==> config.mk <==
export PLATFORM = sky130hd
export DESIGN_NAME = pc_fetch_ctrl
export DESIGN_NICKNAME = d
export VERILOG_FILES = /design/src/rtl/pc_fetch_ctrl.sv
export SDC_FILE = /design/constraint.sdc
export NUM_CORES = 1
export LEC_CHECK = 0
export ABC_AREA = 1
export BUFFER_PORTS_ARGS = -buffer_cell sky130_fd_sc_hd__buf_2
export CAP_MARGIN = 20
export CELL_PAD_IN_SITES_DETAIL_PLACEMENT = 1
export CELL_PAD_IN_SITES_GLOBAL_PLACEMENT = 1
export CORE_UTILIZATION = 41
export DETAILED_ROUTE_END_ITERATION = 7
export PLACE_DENSITY_LB_ADDON = 0.08
export SLEW_MARGIN = 40
export SYNTH_ARGS = -nofsm -noshare
export SYNTH_HDL_FRONTEND = slang
export SYNTH_SLANG_ARGS = --single-unit
==> constraint.sdc <==
create_clock -name CLK -period 5.1 [get_ports CLK]
set_input_delay 0.765 -clock CLK [delete_from_list [all_inputs] [get_ports CLK]]
set_output_delay 0.765 -clock CLK [all_outputs]
set_load 0.02 [all_outputs]
==> src/rtl/pc_fetch_ctrl.sv <==
// pc_fetch_ctrl
//   Instruction-fetch sequencer for a single-issue core. It requests the word
//   at CurrentPC, waits for the read data, and presents it to the datapath.
//   When the datapath signals completion, it advances the PC by 4 or by the
//   resolved branch offset. Misaligned branch targets and read timeouts lock
//   the controller in FAULT; a halt request at completion locks it in HALT.
//
// Parameters
//   RESET_PC     PC value loaded on reset
//   TIMEOUT      maximum cycles spent in WAIT before FAULT
//
// Ports
//   CLK, resetl                 clock, asynchronous active-low reset
//   imem_req/imem_addr          fetch request and address (= CurrentPC)
//   imem_ready                  memory accepts the request
//   imem_rvalid/imem_rdata      returned instruction word
//   Instruction/inst_valid      latched word, one-cycle pulse on a new word
//   CurrentPC                   architectural PC
//   exec_done                   datapath finished; branch inputs valid
//   Branch/ALUZero/Uncondbranch branch resolution
//   SignExtImm64                byte-scaled branch offset
//   halt                        stop after the current instruction
//   halted/fault                sticky terminal-state indicators
module pc_fetch_ctrl #(
    parameter logic [63:0] RESET_PC = 64'h0,
    parameter logic [7:0]  TIMEOUT  = 8'd64
) (
    input  logic        CLK,
    input  logic        resetl,
    output logic        imem_req,
    output logic [63:0] imem_addr,
    input  logic        imem_ready,
    input  logic        imem_rvalid,
    input  logic [31:0] imem_rdata,
    output logic [31:0] Instruction,
    output logic        inst_valid,
    output logic [63:0] CurrentPC,
    input  logic        exec_done,
    input  logic        Branch,
    input  logic        ALUZero,
    input  logic        Uncondbranch,
    input  logic [63:0] SignExtImm64,
    input  logic        halt,
    output logic        halted,
    output logic        fault
);

    typedef enum logic [2:0] {
        ST_IDLE,
        ST_REQ,
        ST_WAIT,
        ST_EXEC,
        ST_HALT,
        ST_FAULT
    } state_t;

    state_t      state;
    state_t      state_nxt;
    logic [7:0]  wait_cnt;
    logic        new_word;
    logic        taken;
    logic [63:0] next_pc;
    logic        misaligned;
    logic        timeout_hit;

    // Branch resolution; only a taken branch can produce a misaligned target.
    assign taken       = Uncondbranch | (Branch & ALUZero);
    assign next_pc     = taken ? (CurrentPC + SignExtImm64) : (CurrentPC + 64'd4);
    assign misaligned  = taken && (next_pc[1:0] != 2'b00);
    // Last permitted WAIT cycle: an empty cycle here means TIMEOUT empty cycles.
    assign timeout_hit = (wait_cnt == (TIMEOUT - 8'd1));

    // State register
    always_ff @(posedge CLK or negedge resetl) begin
        if (!resetl) begin
            state <= ST_IDLE;
        end else begin
            state <= state_nxt;
        end
    end

    // Next-state logic
    always_comb begin
        state_nxt = state;
        case (state)
            ST_IDLE: state_nxt = ST_REQ;
            ST_REQ: begin
                if (imem_ready) state_nxt = ST_WAIT;
            end
            ST_WAIT: begin
                // Data arriving in the timeout cycle still wins.
                if (imem_rvalid)      state_nxt = ST_EXEC;
                else if (timeout_hit) state_nxt = ST_FAULT;
            end
            ST_EXEC: begin
                if (exec_done) begin
                    if (misaligned) state_nxt = ST_FAULT;
                    else if (halt)  state_nxt = ST_HALT;
                    else            state_nxt = ST_REQ;
                end
            end
            ST_HALT:  state_nxt = ST_HALT;
            ST_FAULT: state_nxt = ST_FAULT;
            default:  state_nxt = ST_IDLE;
        endcase
    end

    // Outputs
    always_comb begin
        imem_req   = (state == ST_REQ);
        imem_addr  = CurrentPC;
        inst_valid = new_word && (state == ST_EXEC);
        halted     = (state == ST_HALT);
        fault      = (state == ST_FAULT);
    end

    // Datapath registers: PC, instruction latch, wait counter, new-word flag
    always_ff @(posedge CLK or negedge resetl) begin
        if (!resetl) begin
            CurrentPC   <= RESET_PC;
            Instruction <= '0;
            wait_cnt    <= '0;
            new_word    <= 1'b0;
        end else begin
            new_word <= (state == ST_WAIT) && imem_rvalid;
            case (state)
                ST_REQ: begin
                    if (imem_ready) wait_cnt <= '0;
                end
                ST_WAIT: begin
                    if (imem_rvalid) Instruction <= imem_rdata;
                    else             wait_cnt    <= wait_cnt + 8'd1;
                end
                ST_EXEC: begin
                    if (exec_done && !misaligned) CurrentPC <= next_pc;
                end
                default: ;
            endcase
        end
    end

endmodule

Word level (Yosys, flattened, before mapping). Cells that the tools add are included.

Register bits: 108. Input bits: 105. Output and inout bits: 164.

Add/subtract/negate cells: 3. Equal/unequal tests: 10. Muxes and demuxes: 11. Bitwise gates (word level): 2. Reduce and logical (&&, ||, !) cells: 12.

Operators with widths (number): adder 64 x 3 -> 64 bit, second input constant (1); adder 64 bit (1); 2-to-1 mux 64 bit (1); 2-to-1 mux 3 bit (6); one-hot mux 3 bit (6 select lines) (1); 2-to-1 mux 8 bit (2); one-hot mux 8 bit (2 select lines) (1); adder 8 x 1 -> 8 bit, second input constant (1); == test 8 x 6 -> 1 bit, second input constant (1); == test 3 x 2 -> 1 bit, second input constant (2); == test 3 bit, second input constant (2); AND reduction 3 bit (2); logical AND 1 bit (4); != test 2 bit, second input constant (2); AND reduction 2 bit (2); nonzero test 2 bit (2); == test 3 x 1 -> 1 bit, second input constant (1); logical NOT 3 bit (1); != test 3 bit, second input constant (1); != test 2 x 1 -> 1 bit, second input constant (1); AND 1 bit (1); logical NOT 1 bit (1); OR 1 bit (1).

Longest topological paths before layout.
Word-level depth: 8. Depth in mapped cells: 16.

Worst setup path after synthesis. Ideal clock, no wire load.

Kind: input to register. Start point: in SignExtImm64[0]. End point: reg CurrentPC[8]. Setup time: 0.123 ns. Arrival time: 2.235 ns. Required time: 4.977 ns. Setup slack: 2.742 ns. Stages: 9. Path through: ha_1 fa_1 o21ai_1 inv_2 nor3_2 inv_2 buf_2 a211oi_1 nor2_1.

Word-level cells in the longest chain between the ends: 7.

Ends and longest elaborated chain: start: declaration (RTL line 42) `input logic [63:0] SignExtImm64,`; adder 64 bit * (RTL line 68) `assign next_pc = taken ? (CurrentPC + SignExtImm64) : (CurrentPC + 64'd4);`; 2-to-1 mux 64 bit * (RTL line 68); nonzero test 2 bit (RTL line 69) `assign misaligned = taken && (next_pc[1:0] != 2'b00);`; logical AND 1 bit (RTL line 69); logical NOT 1 bit (RTL line 135) `if (exec_done && !misaligned) CurrentPC <= next_pc;`; logical AND 1 bit (RTL line 135); AND reduction 2 bit (no source line); end signal: assignment (RTL line 135); end: declaration (RTL line 37) `output logic [63:0] CurrentPC,`.

Mark *: on every way between the ends. The rest lies on a longest branch, timed or not. A chain may end at the register's enable or synchronous reset.

Worst setup path in the final report.
Start point: reg CurrentPC[30]. End point: reg CurrentPC[47].

Word-level cells in the longest chain between the ends: 2. Elaborated cells between the ends (all ways): 3. Those cells by class: add/sub: 2; mux: 1.

Ends and longest elaborated chain (RTL line): adder 64 x 3 -> 64 bit / adder 64 bit (equally long branches) (68); 2-to-1 mux 64 bit * (68).

Marked as above.

==> qor.csv <==
stage,metric,value,unit
setup_path,Critical Path RT,5420,ps
synth,"Net Count, Synth",2485,
finish,nets,2676,
setup_path,slowest cell on the critical path,dfrtp_1,
setup_path,worst r2r dst,CurrentPC[47],
drt,Detailed Route Iter0 Violations,1017,
finish,Area Growth Syn to Fin,12.6,%
timing,Rel. slew slack,43.5,%
global_route,largest net degree at the start of global routing,74,
run_status,status,"complete, but fails checks",
clocking,CTS sink count,108,
placed_design,Routability Congestion,0.982,
setup_path,worst r2r src,CurrentPC[30],
clocking,cts hold-fix bufs,0,
finish,post-route insts no fill,2906,
clocking,H-tree levels,3,
run_status,failing checks,DRC,
drt,Routed Antenna Nets,0,
floorplanning,Core Box Area,30800,sq um
timing,f_max,339,MHz
global_route,vias in the first global route,15612,
floorplanning,# rows,64,
power_and_ir_drop,Cell Pwr Density,660,nW/um^2
finish,"Core Util, Final",47.2,%
timing,"Hold Violations, Final",0,
clocking,Bufs on Longest Clock Path,2,
floorplanning,initial core utilization,42.0,%
timing,crit share post-route,57.8,%
setup_path,WS Path Type,reg2reg,
placed_design,placed cells,2889,
power_and_ir_drop,Leak,0.00850,uW
power_and_ir_drop,VDD IR max,0.416,mV
worst_hold_path,Min-Delay Path Class,in2async,
timing,Final Hold Slack,339,ps
global_route,initial antenna violation count,0,
clocking,CTS resizes,0,
clocking,clock buffer count from CTS,9,
finish,layout cells sized above 1,14.7,%
setup_path,flop-to-flop setup slack,2150,ps
setup_path,critical path's top delay family,simple AND/OR/NAND/NOR gates,
finish,"commonest non-fill, non-tap cells in the layout","851 x nand2_1, 400 x inv_1, 267 x buf_2",
setup_path,startpoint types,flip-flop,
finish,"commonest non-fill, non-tap cell in the layout",nand2_1,
setup_path,Critical Path Stages,11,
timing,"Setup violations, final",0,
drt,via count,15518,
finish,Inserted Diodes,0,
drt,DR pass1 iterations,7,
floorplanning,DIE WIDTH,180,um
timing,Tightest Pin Transition,847,ps
synth,Yosys cell types,41,
floorplanning,Die H,180,um
timing,shortest period the worst path allows,2950,ps
setup_path,worst-path maximum fanout,5,
synth,Synth Warn #,0,
placed_design,DP HPWL,48200,um
placed_design,Port Buffers,268,
setup_path,CP peak stage delay,570,ps
timing,Final TNS setup,0,ps
synth,syn_area_per_cell,5.59,sq um
floorplanning,Ports,269,
drt,DRC errors left,11,
timing,RSZ-0062 raised after global routing,false,
clocking,clk_lat worst skew,390,ps
synth,Synth Instances,2314,
synth,synth top area cells,"nand2_1 25%, dfrtp_1 21%, inv_1 12%",
global_route,GR Util All Layers,35.7,%
clocking,"Clk pin slew, worst setup/hold paths",90,ps
placed_design,Post-DP Area,14200,sq um
clocking,CTS tree,done,
setup_path,CP Capture Type,flip-flop,
timing,fin. max-slew vios,0,
clocking,Post-CTS Setup Repair Bufs,0,
drt,vias per std cell,5.34,
drt,Routed WL,57300,um
timing,Layout Skew,17.7,ps
synth,"Seq/Total Area, Yosys",20.9,%
setup_path,crit path buf inv count,1,
floorplanning,die area,32300,sq um
flow_run,max cap viols,0,
finish,Layout fillers,4588,
clocking,CTS root buf,clkbuf_16,
finish,post-route cell area,14600,sq um
setup_path,cells on worst reg2reg path,11,
synth,Synth Register Bits,108,
setup_path,arrival time at the worst endpoint,3270,ps
global_route,total congestion overflow,0,
setup_path,cell chain of the critical path,"ha_1, nand2_1, nor2_1, inv_1, nor2_1, a21oi_1, nand2_2, nand2_1, nand3_1, nand3_1, a21oi_1",
drt,Avg WL per Cell,19.7,um
synth,leading area contributor after synthesis,nand2_1,
global_route,global-route wire length before repair,88200,um
synth,post-synthesis instance area,12900,sq um
synth,top cell type's share of synthesized area,24.7,%
-- worst register-to-register path, delay by kind of cell (launching register included) --
| kind | cells | cell delay (ps) |
|---|---|---|
| adder cells (fa/ha/maj) | 1 | 560 |
| AO/OA/AOI/OAI | 2 | 410 |
| buffers and inverters | 1 | 120 |
| flip-flops | 1 | 570 |
| AND/OR/NAND/NOR | 7 | 1220 |
-- stage by stage --
step / power (uW) / setup slack, ps
after detailed placement: 8680 / 1920
after global routing: 10400 / 2040
after CTS: 9490 / 2260
after floorplan: 6450 / 2740
final: 9610 / 2150
after global placement: 8470 / 2060
-- layer usage --
layer / share of wire [%] / wire length (um) / vias to the layer above / track usage, %
met3: 6.0 / 3430 / 65 / 4.21
met2: 45 / 26000 / 522 / 58.8
met1: 46 / 26500 / 7497 / 49.3
met5: 0 / 0 / - / 0
li1: - / - / 7434 / -
met4: 2.3 / 1340 / 0 / 9.86
-- synthesized netlist by cell type --
library cell and count:
o211ai_1 3, a21oi_2 1, nand3b_1 12, a21oi_1 145
clkbuf_1 15, a22oi_1 4, buf_4 66, nor2_1 237
xor2_1 31, o21ai_0 45, xnor2_1 9, nor3_2 12
o21bai_1 2, nand3_4 1, buf_1 4, and3_1 1
ha_1 65, and2_1 2, o21ai_2 1, clkinv_1 5
dfrtp_1 108, inv_2 22, nand4_1 25, inv_1 401
fa_1 1, nor3_1 41, o221ai_1 1, nor2_2 17
nor3_4 2, nor2_4 4, nor4_1 5, buf_2 11
a211oi_1 1, o21ai_1 6, nand3_1 126, nand2_2 10
or2_2 4, nor3b_1 2, nand3_2 1, a31oi_1 14
nand2_1 851
-- final cells by class --
| cell class | instances | area (sq um) | share of cell area, % |
|---|---|---|---|
| multi-input combinational | 1682 | 8020 | 55.1 |
| sequential | 108 | 2700 | 18.6 |
| inverter | 428 | 1610 | 11.0 |
| timing repair buffer | 276 | 1420 | 9.75 |
| tap | 396 | 495 | 3.40 |
| clock buffer | 9 | 225 | 1.55 |
| clock inverter | 7 | 92.6 | 0.636 |
-- kinds of logic after synthesis --
family / Yosys count / synth area share [%]
AOI/OAI and AO/OA: 223 / 9.04
xor gates and xnor gates: 40 / 2.71
adders and majority gates: 66 / 6.44
buffers and inverters: 524 / 17.2
DFF: 108 / 20.9
and+or+nand+nor: 1353 / 43.7
-- registers in the layout (all words and copies together) (netlist names) --
register,count
CurrentPC,64
new_word,1
wait_cnt,8
Instruction,32
state,3
-- worst max path at each step --
| stage | start | end | slack, ps |
|---|---|---|---|
| 6_report | CurrentPC[30] | CurrentPC[47] | 2150 |
| 5_1_grt | CurrentPC[0] | CurrentPC[6] | 2040 |
| 4_1_cts | CurrentPC[0] | CurrentPC[11] | 2260 |
| 3_5_place_dp | SignExtImm64[0] | CurrentPC[11] | 1920 |
| 3_3_place_gp | SignExtImm64[0] | CurrentPC[1] | 2060 |
| 2_1_floorplan | SignExtImm64[0] | CurrentPC[8] | 2740 |
-- power by group --
part	switching (uW)	internal [uW]	leakage, uW
logic	4650	2010	0.00705
clock network	387	395	0.000154
registers	944	1230	0.00130
total	5990	3630	0.00850
Note: power is estimated with default switching activity, not from simulation.
